## src/rtl/vs_pkg.sv

```systemverilog
// Shared types and constants for the folded vector-scalar unit.
// Optional multiply saturation is selected with VS_SEQ_SAT_EN (see vs_lane_unit).
package vs_pkg;

   localparam int unsigned VS_LANES  = 24;
   localparam int unsigned VS_LANE_W = 8;

   typedef enum logic [2:0] {
      FN_BCAST = 3'b001,
      FN_MUL   = 3'b100,
      FN_DIV   = 3'b110
   } funct_e;

   typedef enum logic [1:0] {
      IDLE = 2'd0,
      BUSY = 2'd1,
      DONE = 2'd2
   } seq_state_e;

   // True for the three supported operation codes.
   function automatic logic funct_legal(input logic [2:0] f);
      return (f == 3'(FN_BCAST)) || (f == 3'(FN_MUL)) || (f == 3'(FN_DIV));
   endfunction

endpackage

```

## src/rtl/vs_lane_unit.sv

```systemverilog
// Single-lane combinational vector-scalar op.
// VS_SEQ_SAT_EN defined: multiply saturates to all-ones; undefined: multiply truncates.
module vs_lane_unit
   import vs_pkg::*;
#(
   parameter int unsigned LANE_W = VS_LANE_W
) (
   input  logic [2:0]        funct,
   input  logic [LANE_W-1:0] a,
   input  logic [LANE_W-1:0] b,
   output logic [LANE_W-1:0] y,
   output logic              dz
);

   localparam int unsigned PW = 2 * LANE_W;

   logic [PW-1:0] prod;

   assign prod = PW'(a) * PW'(b);

   always_comb begin
      y  = '0;
      dz = 1'b0;
      case (funct)
         FN_BCAST: y = b;
         FN_MUL: begin
`ifdef VS_SEQ_SAT_EN
            y = (prod > PW'({LANE_W{1'b1}})) ? '1 : LANE_W'(prod);
`else
            y = LANE_W'(prod);
`endif
         end
         FN_DIV: begin
            // Divide by zero yields all-ones rather than an undefined quotient.
            if (b == '0) begin
               y  = '1;
               dz = 1'b1;
            end else begin
               y = a / b;
            end
         end
         default: y = '0;
      endcase
   end

endmodule

```

## src/rtl/vs_lane_sequencer.sv

```systemverilog
// Folded vector-scalar controller: walks GROUP lanes per cycle through vs_lane_unit.
// Multiply saturation is enabled by defining VS_SEQ_SAT_EN.
module vs_lane_sequencer
   import vs_pkg::*;
#(
   parameter int unsigned LANES  = VS_LANES,
   parameter int unsigned LANE_W = VS_LANE_W,
   parameter int unsigned GROUP  = 4
) (
   input  logic                    clk,
   input  logic                    rst_n,
   input  logic                    in_valid,
   output logic                    in_ready,
   input  logic [2:0]              funct,
   input  logic [LANES*LANE_W-1:0] vec_in,
   input  logic [LANE_W-1:0]       scalar_in,
   output logic                    out_valid,
   input  logic                    out_ready,
   output logic [LANES*LANE_W-1:0] result,
   output logic                    div_zero,
   output logic                    illegal
);

   localparam int unsigned NG    = LANES / GROUP;
   localparam int unsigned CNT_W = (NG > 1) ? $clog2(NG) : 1;
   localparam int unsigned VEC_W = LANES * LANE_W;
   localparam int unsigned GW    = GROUP * LANE_W;

   localparam logic [1:0] S_IDLE = 2'(IDLE);
   localparam logic [1:0] S_BUSY = 2'(BUSY);
   localparam logic [1:0] S_DONE = 2'(DONE);

   logic [1:0]        state, state_nxt;
   logic [CNT_W-1:0]  cnt;
   logic [2:0]        op_funct;
   logic [VEC_W-1:0]  op_vec;
   logic [LANE_W-1:0] op_scalar;
   logic [GW-1:0]     grp_a, grp_y;
   logic [GROUP-1:0]  grp_dz;
   logic              accept;
   logic              legal;

   assign in_ready  = (state == S_IDLE) && rst_n;
   assign out_valid = (state == S_DONE);
   assign accept    = in_valid && in_ready;
   assign legal     = funct_legal(funct);
   assign grp_a     = op_vec[int'(cnt)*GW +: GW];

   for (genvar g = 0; g < GROUP; g++) begin : g_lane
      vs_lane_unit #(.LANE_W(LANE_W)) u_lane (
         .funct (op_funct),
         .a     (grp_a[g*LANE_W +: LANE_W]),
         .b     (op_scalar),
         .y     (grp_y[g*LANE_W +: LANE_W]),
         .dz    (grp_dz[g])
      );
   end

   always_ff @(posedge clk) begin
      if (!rst_n) state <= S_IDLE;
      else        state <= state_nxt;
   end

   always_comb begin
      state_nxt = state;
      case (state)
         S_IDLE:  if (accept) state_nxt = legal ? S_BUSY : S_DONE;
         S_BUSY:  if (cnt == CNT_W'(NG - 1)) state_nxt = S_DONE;
         S_DONE:  if (out_ready) state_nxt = S_IDLE;
         default: state_nxt = S_IDLE;
      endcase
   end

   // Operand capture, per-group result write and flag tracking.
   always_ff @(posedge clk) begin
      if (!rst_n) begin
         cnt       <= '0;
         op_funct  <= '0;
         op_vec    <= '0;
         op_scalar <= '0;
         result    <= '0;
         div_zero  <= 1'b0;
         illegal   <= 1'b0;
      end else if (state == S_IDLE) begin
         if (accept) begin
            op_funct  <= funct;
            op_vec    <= vec_in;
            op_scalar <= scalar_in;
            cnt       <= '0;
            result    <= '0;
            illegal   <= !legal;
            div_zero  <= legal && (funct == 3'(FN_DIV)) && (scalar_in == '0);
         end
      end else if (state == S_BUSY) begin
         result[int'(cnt)*GW +: GW] <= grp_y;
         cnt      <= cnt + CNT_W'(1);
         div_zero <= div_zero | (|grp_dz);
      end
   end

endmodule

```

## config.mk

```make
export PLATFORM = sky130hd
export DESIGN_NAME = vs_lane_sequencer
export DESIGN_NICKNAME = d
export VERILOG_FILES = /design/src/rtl/vs_pkg.sv /design/src/rtl/vs_lane_unit.sv /design/src/rtl/vs_lane_sequencer.sv
export SDC_FILE = /design/constraint.sdc
export NUM_CORES = 1
export LEC_CHECK = 0
export ABC_AREA = 1
export CAP_MARGIN = 0
export CORE_AREA = 2 2 220 222
export DETAILED_ROUTE_END_ITERATION = 10
export DIE_AREA = 0 0 222 224
export HOLD_SLACK_MARGIN = 0.12
export PLACE_DENSITY = 0.82
export SLEW_MARGIN = 0
export SYNTH_ARGS = -nofsm -noshare
export SYNTH_HDL_FRONTEND = slang
export SYNTH_SLANG_ARGS = --single-unit
```

## constraint.sdc

```tcl
create_clock -name clk -period 16.6 [get_ports clk]
set_clock_uncertainty 0.15 [all_clocks]
set_input_delay 2.49 -clock clk [delete_from_list [all_inputs] [get_ports clk]]
set_output_delay 2.49 -clock clk [all_outputs]
set_load 0.01 [all_outputs]
```

Word-level counts from Yosys, hierarchy flattened. Index checks and enable logic that the tools add are counted.

Register bits after elaboration: 402. Input port bits: 207. Output and inout bits: 196. Word-level logic and storage cells: 73.

$add $sub $neg: 2. Multiply operators: 4. Div/mod/pow operators: 4. Equal/unequal tests: 12. Shifts and indexed selects: 3. Multiplexer cells: 25. Bitwise logic cells: 1. Reduce and logical (&&, ||, !) cells: 14.

Operators with widths (number): 2-to-1 mux 192 bit (3); bitwise mux 192 bit (1); variable shift 32 x 34 -> 192 bit, first input constant (1); indexed part select 192 x 9 -> 32 bit (1); indexed part select 32 x 34 -> 192 bit (1); one-hot mux 8 bit (3 select lines) (4); negation 8 -> 34 bit (1); divider 8 x 8 -> 8 bit (4); multiplier 8 x 8 -> 8 bit (4); 2-to-1 mux 8 bit (4); logical NOT 8 bit (2); == test 3 bit, second input constant (5); 2-to-1 mux 3 bit (3); 2-to-1 mux 2 bit (4); == test 3 x 1 -> 1 bit, second input constant (2); one-hot mux 2 bit (3 select lines) (1); 2-to-1 mux 1 bit (5); logical AND 1 bit (4); != test 2 bit, second input constant (2); AND reduction 2 bit (2); adder 3 x 1 -> 3 bit, second input constant (1); AND reduction 3 bit (1); == test 2 x 1 -> 1 bit, second input constant (1); == test 2 bit, second input constant (1); other kinds (6) (7).

Logic depth before layout (Yosys ltp). Gate-level depths: netlist of the first run.

Depth in word-level cells: 8. Mapped depth: 82. Gate-level depth less buffers: 78.

Cells and area by module. Synthesis of the first run repeated with hierarchy kept, for this count alone.

Cell total of the unflattened synthesis: 4616. Area, all modules: 29649.7 um2.

By module, submodules not included: vs_lane_sequencer (instances 1, cells an instance 2736, area an instance 17917.2 um2, sequential area each 8047.7 um2); vs_lane_unit at g_lane[0].u_lane (instances 1, cells an instance 469, area an instance 2970.3 um2, sequential area each 0.0 um2); vs_lane_unit at g_lane[2].u_lane (instances 1, cells an instance 470, area an instance 2945.3 um2, sequential area each 0.0 um2); vs_lane_unit at g_lane[1].u_lane (instances 1, cells an instance 469, area an instance 2912.8 um2, sequential area each 0.0 um2); vs_lane_unit at g_lane[3].u_lane (instances 1, cells an instance 472, area an instance 2904.0 um2, sequential area each 0.0 um2).

Worst setup path after synthesis of the first run. No wires, ideal clock.

Kind: reg-to-reg. Start point: register op_scalar[0]. End point: register result[168]. Data arrival time: 11.355 ns. Setup slack: 4.963 ns. Cell stages (with the launch flop): 75. Cell sequence: dfxtp_1 -> clkbuf_1 -> inv_1 -> clkbuf_1 -> ha_1 -> nor2_1 -> nor2_2 -> nor2_1 -> a21oi_2 -> ha_1 -> o21ai_0 -> a21oi_2 -> inv_2 -> nand2_1 -> o21ai_2 -> ha_1 -> inv_1 -> o21bai_1 -> (+39 left out) -> nand2_1 -> nand3_1 -> a21oi_1 -> o21bai_1 -> nand2_1 -> nand2_1 -> a21oi_1 -> nor2_1 -> o21ai_0 -> buf_2 -> o21ai_0 -> ha_1 -> a21oi_1 -> o21ai_0 -> o41ai_1 -> nand3_1 -> nand4_1 -> a21oi_1.

Longest elaborated chain between the ends: 7. Elaborated cells on any way between the ends: 21.

Ends and longest elaborated chain: start: declaration (RTL line vs_lane_sequencer.sv:37) `logic [LANE_W-1:0] op_scalar;`; start signal: assignment (RTL line vs_lane_sequencer.sv:88) `op_scalar <= scalar_in;`; divider 8 x 8 -> 8 bit / logical NOT 8 bit (equally long branches) (RTL line vs_lane_unit.sv:39, vs_lane_unit.sv:35); 2-to-1 mux 8 bit (RTL line vs_lane_unit.sv:35) `if (b == '0) begin`; one-hot mux 8 bit (3 select lines) (RTL line vs_lane_unit.sv:24) `case (funct)`; indexed part select 32 x 34 -> 192 bit (*) (RTL line vs_lane_sequencer.sv:95) `result[int'(cnt)*GW +: GW] <= grp_y;`; bitwise mux 192 bit (*) (RTL line vs_lane_sequencer.sv:95); 2-to-1 mux 192 bit (*) (RTL line vs_lane_sequencer.sv:94) `end else if (state == S_BUSY) begin`; 2-to-1 mux 192 bit (*) (RTL line vs_lane_sequencer.sv:84) `end else if (state == S_IDLE) begin`; end signal: indexed assignment (RTL line vs_lane_sequencer.sv:95); end: declaration (RTL line vs_lane_sequencer.sv:19) `output logic [LANES*LANE_W-1:0] result,`.

Every way passes the cells marked *; elsewhere a longest branch is shown, timed or not. The select of a mux whose other input is x is not followed. A chain may end at the register's enable or synchronous reset.

Final worst setup path of the first run.
Start point: register cnt[0]. End point: register result[40].

Longest elaborated chain between the ends: 8. Elaborated cells on any way between the ends: 23.

Ends and longest elaborated chain: start: declaration (RTL line vs_lane_sequencer.sv:34) `logic [CNT_W-1:0] cnt;`; start signal: assignment (RTL line vs_lane_sequencer.sv:96) `cnt <= cnt + CNT_W'(1);`; indexed part select 192 x 9 -> 32 bit (RTL line vs_lane_sequencer.sv:47) `assign grp_a = op_vec[int'(cnt)*GW +: GW];`; divider 8 x 8 -> 8 bit (RTL line vs_lane_unit.sv:39) `y = a / b;`; 2-to-1 mux 8 bit (RTL line vs_lane_unit.sv:35); one-hot mux 8 bit (3 select lines) (RTL line vs_lane_unit.sv:24); indexed part select 32 x 34 -> 192 bit (RTL line vs_lane_sequencer.sv:95); bitwise mux 192 bit (*) (RTL line vs_lane_sequencer.sv:95); 2-to-1 mux 192 bit (*) (RTL line vs_lane_sequencer.sv:94); 2-to-1 mux 192 bit (*) (RTL line vs_lane_sequencer.sv:84).

Marked as above.

==> out/summary.json, run 1 <==
{
  "outcome": {
    "run_status": "finished, final reports clean"
  },
  "clock_network": {
    "clockRootBuffer": "sky130_fd_sc_hd__clkbuf_16",
    "clk_path_buf_depth": 3,
    "post_cts_hold_buffer_count": 0,
    "cts_resized": 0,
    "cts-htree-levels": 2,
    "cts_sinks": 402,
    "post_cts.repair.setup_buffers": 0,
    "tritoncts_clock_tree": "yes",
    "cts_buffers": 40,
    "clkLatencyLatePin_ns": 0.54,
    "clkSlewWorstSetupHoldPaths_ns": 0.06
  },
  "critical_path": {
    "rr_endpoint": "result[40]$_SDFFE_PN0P_",
    "worst-r2r-cell-count": 78,
    "crit_path_start_kind": "register",
    "cp_max_delay_cell": "sky130_fd_sc_hd__o21ai_0",
    "r2r_start": "cnt[0]$_SDFFE_PN0P_",
    "timing.critical_path.mode_cell": "sky130_fd_sc_hd__nand2_1",
    "arrival_ns": 14.31,
    "reg_to_reg_setup_timing_slack_ns": 2.50,
    "req_time_crit_path_ns": 16.81,
    "worst_setup_path_end_kind": "register",
    "cpPeakStageDelay_ns": 1.00,
    "path_max_fanout": 68,
    "setup.worst_path.class": "register to register"
  },
  "min_path": {
    "hp-start": "op_vec[20]$_SDFFE_PN0P_",
    "timing.hold.worst_path_depth": 2,
    "min_path_type": "register to register",
    "worst_hold_path.endpoint": "op_vec[20]$_SDFFE_PN0P_"
  },
  "synthesis": {
    "syn_area_um2": 26400,
    "synth_top_cell_by_area": "sky130_fd_sc_hd__dfxtp_1",
    "synth_top_area_cells": "sky130_fd_sc_hd__dfxtp_1 (31%), sky130_fd_sc_hd__nand2_1 (15%), sky130_fd_sc_hd__ha_1 (11%)",
    "synth.yosys.seq_area_share": 0.305,
    "ys.flop_type": "sky130_fd_sc_hd__dfxtp_1",
    "synth_area_per_cell_um2": 7.01,
    "synthesis.yosys.warnings": 0,
    "synth-edff-count": 0,
    "yosys.cell_types.count": 55,
    "syn-num-nets": 4250,
    "synth.cells.most_frequent": "sky130_fd_sc_hd__nand2_1 (1079), sky130_fd_sc_hd__inv_1 (417), sky130_fd_sc_hd__dfxtp_1 (402), sky130_fd_sc_hd__a21oi_1 (300), sky130_fd_sc_hd__o21ai_0 (243)",
    "synthDominantCellAreaShare": 0.305,
    "yosys_register_bits": 402,
    "synth-async-reset-ratio": 0,
    "syn-instance-count": 3760,
    "post-synth-top-count-cell": "sky130_fd_sc_hd__nand2_1"
  },
  "timing": {
    "setup_violations": 0,
    "timing.final.max_slew_violations": 0,
    "setup_total_negative_slack_ns": 0,
    "finalCriticalPeriod_ns": 14.10,
    "rsz0062_at_grt": "false",
    "final.period_utilization": 0.849,
    "max_freq_ghz": 0.0709,
    "hold_viol_final": 0,
    "max-slew-margin-rel": 0.121,
    "tightestPinTransition_ns": 1.31
  },
  "die": {
    "fp-row-count": 80,
    "core_area_um2": 47300,
    "die_h_um": 224,
    "fp.dieW_um": 222,
    "initial_core_util": 0.557,
    "pin_count": 403,
    "fp.dieArea_um2": 49700
  },
  "final_layout": {
    "multi_input_logic_area_um2": 15800,
    "nNetsFinal": 4549,
    "layout-drive-gt1-share": 0.0663,
    "fillerInstances": 4018,
    "area.sequential_um2": 8050,
    "synthToLayoutAreaGrowth_pct": 21.3
  },
  "power": {
    "p_total_w": 0.00679,
    "vdd_drop_max_v": 0.000272,
    "power.leakage_nw": 13.7,
    "p_per_area_nw_per_um2": 212
  },
  "drt": {
    "routed_wl_um": 89200,
    "highest-signal-layer": "met4",
    "drc": 0,
    "wl_met1_um": 35000,
    "met2_layer_wire_length_in_the_routed_design_um": 40000,
    "initial_drt_markers": 2495,
    "drt.antenna.violating_nets": 0,
    "drt_pre_antenna_iters": 8,
    "routed_wl_met3_um": 8370,
    "route.detailed.wl_per_inst_um": 18.9,
    "vias_per_cell": 5.69,
    "route.vias.total": 26800
  },
  "global_routing": {
    "pin_count_of_the_biggest_net_entering_global_routing": 110,
    "wire_length_of_the_first_global_routing_pass_um": 138000,
    "first_global_vias": 25000,
    "gr-usage-all-layers": 0.350,
    "grt_antenna_before_repair": 7,
    "gr-total-overflow": 0
  },
  "flow_run": {
    "max_cap_violations": 0
  },
  "placement": {
    "dp.final_hpwl_um": 64900,
    "place.port_buffers": 402,
    "routabilityCongestion": 0.928
  }
}
## placed cells by master, fill, tap and decap left out, types with 5 or more instances in the layout
| cell type | n |
|---|---|
| sky130_fd_sc_hd__nor2_2 | 7 |
| sky130_fd_sc_hd__inv_6 | 6 |
| sky130_fd_sc_hd__clkbuf_8 | 10 |
| sky130_fd_sc_hd__buf_4 | 43 |
| sky130_fd_sc_hd__o21a_1 | 6 |
| sky130_fd_sc_hd__o21ai_0 | 242 |
| sky130_fd_sc_hd__nor4_1 | 6 |
| sky130_fd_sc_hd__inv_2 | 9 |
| sky130_fd_sc_hd__o21bai_1 | 17 |
| sky130_fd_sc_hd__a21o_1 | 16 |
| sky130_fd_sc_hd__inv_1 | 417 |
| sky130_fd_sc_hd__a21oi_1 | 300 |
| sky130_fd_sc_hd__nand3_2 | 5 |
| sky130_fd_sc_hd__clkbuf_1 | 9 |
| sky130_fd_sc_hd__nand2_1 | 1077 |
| sky130_fd_sc_hd__xnor2_1 | 44 |
| sky130_fd_sc_hd__nand2_2 | 53 |
| sky130_fd_sc_hd__nor2_1 | 167 |
| sky130_fd_sc_hd__or2_2 | 14 |
| sky130_fd_sc_hd__nor3_1 | 19 |
| sky130_fd_sc_hd__diode_2 | 7 |
| sky130_fd_sc_hd__o21ai_1 | 24 |
| sky130_fd_sc_hd__nor2_4 | 6 |
| sky130_fd_sc_hd__ha_1 | 235 |
| sky130_fd_sc_hd__o211ai_1 | 52 |
| sky130_fd_sc_hd__clkbuf_16 | 41 |
| sky130_fd_sc_hd__o2111ai_1 | 13 |
| sky130_fd_sc_hd__a21oi_2 | 6 |
| sky130_fd_sc_hd__o21ai_2 | 35 |
| sky130_fd_sc_hd__nor3_2 | 8 |
| sky130_fd_sc_hd__dfxtp_1 | 400 |
| sky130_fd_sc_hd__nand4_1 | 27 |
| sky130_fd_sc_hd__fa_1 | 48 |
| sky130_fd_sc_hd__clkdlybuf4s50_1 | 401 |
| sky130_fd_sc_hd__nand3_1 | 222 |
| sky130_fd_sc_hd__nand3b_1 | 6 |
| sky130_fd_sc_hd__xor2_1 | 44 |
## worst max-delay path by stage
stage | cells past startpoint | end | startpoint
global route | 78 | result[40]$_SDFFE_PN0P_ | cnt[0]$_SDFFE_PN0P_
CTS | 78 | result[40]$_SDFFE_PN0P_ | cnt[0]$_SDFFE_PN0P_
global placement | 76 | result[40]$_SDFFE_PN0P_ | cnt[0]$_SDFFE_PN0P_
finish | 78 | result[40]$_SDFFE_PN0P_ | cnt[0]$_SDFFE_PN0P_
floorplan | 74 | result[168]$_SDFFE_PN0P_ | op_scalar[0]$_SDFFE_PN0P_
detailed placement | 78 | result[40]$_SDFFE_PN0P_ | cnt[0]$_SDFFE_PN0P_
## layout make-up
cell class                      count  share of cell area
Inverter                          433              0.0513
Tap cell                          615              0.0241
Multi-Input combinational cell   2737               0.496
Antenna cell                        7            0.000548
Clock buffer                       60              0.0374
Clock inverter                      9             0.00344
Timing Repair Buffer              445               0.136
Sequential cell                   402               0.252
## flip-flops by register name, summed over array words and instances, names as in the netlist
name       cells
result       192
illegal        1
div_zero       1
cnt            3
op_scalar      8
op_vec       192
op_funct       3
state          2
## critical path: cells and delay by family, from the launching register on
kind | cells | cell delay [ns]
flip-flops | 1 | 0.55
buffers and inverters | 12 | 1.93
adder cells (fa/ha/maj) | 8 | 2.49
AND/OR/NAND/NOR | 29 | 3.08
AO/OA/AOI/OAI | 29 | 5.64
## kinds of logic (layout without fill, tap and decap cells)
kind of cell	count (synthesis)	after routing	share of synthesized area
other cells	0	7	0
compound gates	735	735	0.159
xor+xnor	88	88	0.0292
fa+ha+maj	283	283	0.148
simple gates	1631	1631	0.262
flops	402	402	0.305
buf+inv	621	947	0.0968
## where the power goes
part           internal (W)  total [W]  switching [W]
Clock              0.000531   0.000913       0.000383
Combinational       0.00194    0.00484        0.00290
Sequential          0.00101    0.00103      0.0000232
Total               0.00348    0.00679        0.00331
## per-stage QoR
stage	setup WS, ns	utilization	area [um2]	std cells	hold slack (ns)
after detailed placement	2.98	0.647	30700	4632	0.305
after floorplan	4.96	-	26400	3760	0.290
after global routing	1.12	0.675	32000	4707	0.330
after CTS	2.84	0.675	32000	4701	0.314
after global placement	3.57	0.647	30700	4632	0.300
final	2.50	0.675	32000	4708	0.310
## metal layers
layer | up-vias | global-route usage
met5 | - | 0
met4 | 0 | 0.206
met3 | 305 | 0.0590
met2 | 1295 | 0.564
met1 | 12400 | 0.443
li1 | 12800 | -
No activity file was read; power rests on OpenSTA's default activity.
==> run 2: changes to the inputs <==
Clock period 16.6 ns to 14.2 ns, I/O delays scaled along.
==> run 2 against run 1 <==
Global-route usage shrank 0.23 points. Maximum frequency up 8.7%. Sequential power grew 17%. Combinational power rose by 18%. Utilization unchanged. Via count about the same. Largest cell class unchanged.
==> out/summary.json, run 2 (synthesis gave the netlist of run 1 again) <==
{
  "global_routing": {
    "pin_count_of_the_biggest_net_entering_global_routing": {"value": 129, "change": "+17%"},
    "wire_length_of_the_first_global_routing_pass": {"value": 136000, "unit": "um", "change": "-0.82%"},
    "grt_antenna_before_repair": {"value": 3, "change": "-4"},
    "first_global_vias": {"value": 24800, "change": "-0.72%"},
    "gr-usage-all-layers": {"value": 0.348, "change": "-0.00229"},
    "gr-total-overflow": {"value": 0, "change": "unchanged"}
  },
  "placement": {
    "post-place-cells": {"value": 4640, "change": "+0.17%"},
    "place.port_buffers": {"value": 402, "change": "unchanged"},
    "dp.final_hpwl": {"value": 64500, "unit": "um", "change": "-0.64%"},
    "routabilityCongestion": {"value": 0.941, "change": "+1.4%"}
  },
  "min_path": {
    "min_path_type": "register to register"
  },
  "clock_network": {
    "cts_buffers": {"value": 40, "change": "unchanged"},
    "clkSlewWorstSetupHoldPaths": {"value": 0.06, "unit": "ns", "change": "about the same"},
    "cts-htree-levels": {"value": 2, "change": "unchanged"},
    "cts_sinks": {"value": 402, "change": "unchanged"},
    "tritoncts_clock_tree": "yes",
    "post_cts.repair.setup_buffers": {"value": 0, "change": "unchanged"},
    "clkLatencyLatePin": {"value": 0.55, "unit": "ns", "change": "about the same"},
    "clockRootBuffer": "sky130_fd_sc_hd__clkbuf_16",
    "clk_path_buf_depth": {"value": 3, "change": "unchanged"},
    "post_cts_hold_buffer_count": {"value": 0, "change": "unchanged"}
  },
  "power": {
    "p_per_area": {"value": 248, "unit": "nW/um2", "change": "+17%"},
    "vdd_drop_max": {"value": 0.000344, "unit": "V", "change": "+27%"},
    "power.leakage": {"value": 13.7, "unit": "nW", "change": "+0.14%"}
  },
  "final_layout": {
    "stdcell_count": {"value": 4711, "change": "+0.064%"},
    "biggestRegsByFlops": "op_vec x192, result x192, op_scalar x8",
    "nNetsFinal": {"value": 4558, "change": "+0.20%"},
    "layout.cells.most_common": "sky130_fd_sc_hd__nand2_1",
    "leading_cell_types_in_the_layout_fill_and_taps_excluded": "sky130_fd_sc_hd__nand2_1 (1077), sky130_fd_sc_hd__inv_1 (417), sky130_fd_sc_hd__clkdlybuf4s50_1 (401), sky130_fd_sc_hd__dfxtp_1 (400), sky130_fd_sc_hd__a21oi_1 (300)",
    "finish.utilization": {"value": 0.675, "change": "unchanged"},
    "layout-drive-gt1-share": {"value": 0.0679, "change": "+0.00158"},
    "synthToLayoutAreaGrowth": {"value": 21.3, "unit": "%", "change": "unchanged"}
  },
  "drt": {
    "drt.antenna.violating_nets": {"value": 0, "change": "unchanged"},
    "route.vias.total": {"value": 26800, "change": "+0.022%"},
    "vias_per_cell": {"value": 5.68, "change": "about the same"},
    "initial_drt_markers": {"value": 2953, "change": "+18%"},
    "routed_wl": {"value": 88700, "unit": "um", "change": "-0.58%"},
    "route.detailed.wl_per_inst": {"value": 18.8, "unit": "um", "change": "-0.64%"},
    "drt_pre_antenna_iters": {"value": 6, "change": "-2"},
    "drc": {"value": 0, "change": "unchanged"}
  },
  "timing": {
    "setup_violations": {"value": 0, "change": "unchanged"},
    "tightestPinTransition": {"value": 1.17, "unit": "ns", "change": "-0.136 ns"},
    "hold_viol_final": {"value": 0, "change": "unchanged"},
    "timing.final.max_slew_violations": {"value": 0, "change": "unchanged"},
    "finalCriticalPeriod": {"value": 12.98, "unit": "ns", "change": "-1.12 ns"},
    "setup_total_negative_slack": {"value": 0, "unit": "ns", "change": "unchanged"},
    "max-slew-margin-rel": {"value": 0.221, "change": "+0.100"},
    "max_freq": {"value": 0.0771, "unit": "GHz", "change": "+8.7%"},
    "final.period_utilization": {"value": 0.914, "change": "+0.0644"}
  },
  "critical_path": {
    "setup.worst_path.class": "register to register",
    "cpPeakStageDelay": {"value": 0.59, "unit": "ns", "change": "-0.41 ns"},
    "crit_path_start_kind": "register",
    "worst_setup_path_end_kind": "register",
    "timing.critical_path.mode_cell": "sky130_fd_sc_hd__nand2_1",
    "path_max_fanout": {"value": 35, "change": "-49%"},
    "arrival": {"value": 13.19, "unit": "ns", "change": "-1.12 ns"},
    "req_time_crit_path": {"value": 14.41, "unit": "ns", "change": "-2.40 ns"},
    "cp_max_delay_cell": "sky130_fd_sc_hd__dfxtp_4"
  },
  "die": {
    "fp.dieArea": {"value": 49700, "unit": "um2", "change": "unchanged"},
    "die_h": {"value": 224, "unit": "um", "change": "unchanged"},
    "core_area": {"value": 47300, "unit": "um2", "change": "unchanged"},
    "initial_core_util": {"value": 0.557, "change": "unchanged"},
    "fp.dieW": {"value": 222, "unit": "um", "change": "unchanged"},
    "pin_count": {"value": 403, "change": "unchanged"},
    "fp-row-count": {"value": 80, "change": "unchanged"}
  },
  "flow_run": {
    "max_cap_violations": {"value": 0, "change": "unchanged"}
  },
  "outcome": {
    "run_status": "finished, final reports clean"
  }
}
==> run 2: changes by cell type in the layout (fill, tap and decap cells not counted), sizes merged <==
cell    delta
diode      -5
inv        -3
clkinv     +4
buf        +9
clkbuf     -2
==> run 2: path summary, 6_finish.rpt <==
kind / start / endpoint / slack (ns) / cells past startpoint
max reg2reg: cnt[0]$_SDFFE_PN0P_ / result[112]$_SDFFE_PN0P_ / 1.22 / 71
min reg2reg: result[27]$_SDFFE_PN0P_ / result[27]$_SDFFE_PN0P_ / 0.31 / 2
max: cnt[0]$_SDFFE_PN0P_ / result[112]$_SDFFE_PN0P_ / 1.22 / 71
min: result[27]$_SDFFE_PN0P_ / result[27]$_SDFFE_PN0P_ / 0.31 / 2
==> run 2: critical path, delay by kind of cell, from the launching register on <==
kind | cells | cell delay [ns]
simple gates | 20 | 2.51
fa+ha+maj | 8 | 2.53
flops | 1 | 0.59
buf+inv | 11 | 1.47
compound gates | 32 | 5.49
==> run 2: power by group <==
group	total [W]	internal (W)	leakage (nW)	switching, W
registers	0.00120	0.00118	3.28	0.0000238
logic	0.00570	0.00230	9.83	0.00340
clock network	0.00104	0.000589	0.614	0.000450
total	0.00795	0.00407	13.7	0.00388
==> run 2: cell type report <==
cell class | count | area (um2)
multi-input cells | 2737 | 15900
fillers | 4059 | 15400
clock inverters | 10 | 119
flip-flops and latches | 402 | 8050
clock buffers | 58 | 1130
well taps | 615 | 769
inverters | 433 | 1640
repair buffers | 454 | 4410
diodes | 2 | 5.00
==> run 2: stage by stage <==
step	setup WS [ns]	total power, W	cell area [um2]	hold WS, ns
final	1.22	0.00795	32000	0.313
after global routing	-0.0185	0.00888	32000	0.327
after CTS	1.20	0.00787	32000	0.313
after detailed placement	1.27	0.00683	30700	0.304
after global placement	1.71	0.00666	30700	0.302
after floorplan	2.56	0.00573	26400	0.290
==> run 2: timing repair <==
item                                    CTS  global route
hold endpoints to repair                  0             0
endpoints found under the setup margin    0             6
gates resized for setup                   0             2
==> run 2: layer usage <==
layer  up-vias  track usage  part of all wire
li1      12800            -                 -
met1     12500        0.446              0.40
met2      1278        0.563              0.45
met3       247       0.0565             0.093
met4         2        0.185             0.056
met5         -            0           0.00015
==> edit: new RTL, settings of run 1 <==
The option `VS_SEQ_SAT_EN` is turned on by a define.
--- a/src/rtl/vs_lane_unit.sv
+++ b/src/rtl/vs_lane_unit.sv
@@ -1,5 +1,7 @@
 // Single-lane combinational vector-scalar op.
 // VS_SEQ_SAT_EN defined: multiply saturates to all-ones; undefined: multiply truncates.
+`define VS_SEQ_SAT_EN
+
 module vs_lane_unit
    import vs_pkg::*;
 #(
Formal check against the unedited RTL: not equivalent (Yosys sat finds a counterexample within 4 cycles, from zero or initial values and one cycle with rst_n low).
==> edit against run 1 <==
  * Sequential cell count did not move
  * Synthesized area rose by 20%
  * Setup slack better by 860 ps
  * Cell area grew 17%
  * Global-route usage grew 6.7 points
  * Count of clock-buffer cells in the layout shrank 1
  * Wire length increased by 18%
  * Power is 9.0% higher
  * Largest cell class unchanged
  * Highest routed layer unchanged
==> edit: results <==
outcome:
  status: "complete, no violations"
routing:
  wl_met3_mm: 11.28
  viasPerCell: 5.842
  wl_met2_mm: 46.06
layout:
  stdcell_count: 5615
  nFillCells: 3609
  final-clk-cell-share_pct: 3.515
  inverters: 630
  clkbuf_count: 59
  multi_input_area_share_pct: 54.94
  nonClkBufAreaFrac_pct: 11.54
  nNonClkBuffers: 441
  sh_seq_area_pct: 21.54
  seq_cells: 402
placed_design:
  placed_cell_area_sq_um: 36050
  dp_slack_ps: 3693
worst_setup_path:
  critical_path_arrival_ps: 13560
  worst-path-max-fanout: 36
  critical-path-slowest-cell: "a21boi_1"
synthesis:
  ys_types: 47
  syn_inst: 4684
power_and_ir_drop:
  p_int_w: 0.003669
  ir_drop_mv: 0.2718
global_routing:
  track_usage_pct: 41.66
  grt_max_degree: 132
timing:
  tightest_slew_ps: 1262
## edit: cells by family (layout without fill, tap and decap cells)
logic type	Yosys count	after routing	synth area share [%]
DFF	402	402	25.35
xor gates and xnor gates	80	80	2.207
adders and majority gates	461	461	21.57
buffers and inverters	831	1140	10.18
and+or+nand+nor	2166	2166	27.96
AOI/OAI and AO/OA	744	744	12.72
other	0	7	0
## edit: per-layer routing
| layer | GRT usage, % | vias up |
|---|---|---|
| met3 | 8.198 | 420 |
| met5 | 0 | - |
| met1 | 53.14 | 15005 |
| met4 | 26.81 | 0 |
| met2 | 64.85 | 1874 |
| li1 | - | 15505 |
## edit: worst reg2reg max path: cells and delay by family, from the launching register on
kind | cells | cell delay (ps)
AO/OA/AOI/OAI | 27 | 5050
adder cells (fa/ha/maj) | 8 | 2540
buffers and inverters | 11 | 1930
flip-flops | 1 | 340
AND/OR/NAND/NOR | 27 | 3200
## edit: final timing paths
path / slack (ps) / endpoint / cells after the start / start
min: 310 / result[16] / 2 / result[16]
max reg2reg: 3360 / result[48] / 73 / cnt[2]
min reg2reg: 310 / result[16] / 2 / result[16]
max: 3360 / result[48] / 73 / cnt[2]
## edit: power by group through the flow
| stage | combinational (W) | clock [W] | sequential (W) |
|---|---|---|---|
| 2_1_floorplan | 0.00426 | 0 | 0.00105 |
| 6_report | 0.00545 | 0.000923 | 0.00103 |
| 5_1_grt | 0.00624 | 0.000959 | 0.00104 |
| 3_3_place_gp | 0.00519 | 0 | 0.00105 |
| 3_5_place_dp | 0.00535 | 0 | 0.00105 |
| 4_1_cts | 0.00538 | 0.000918 | 0.00103 |
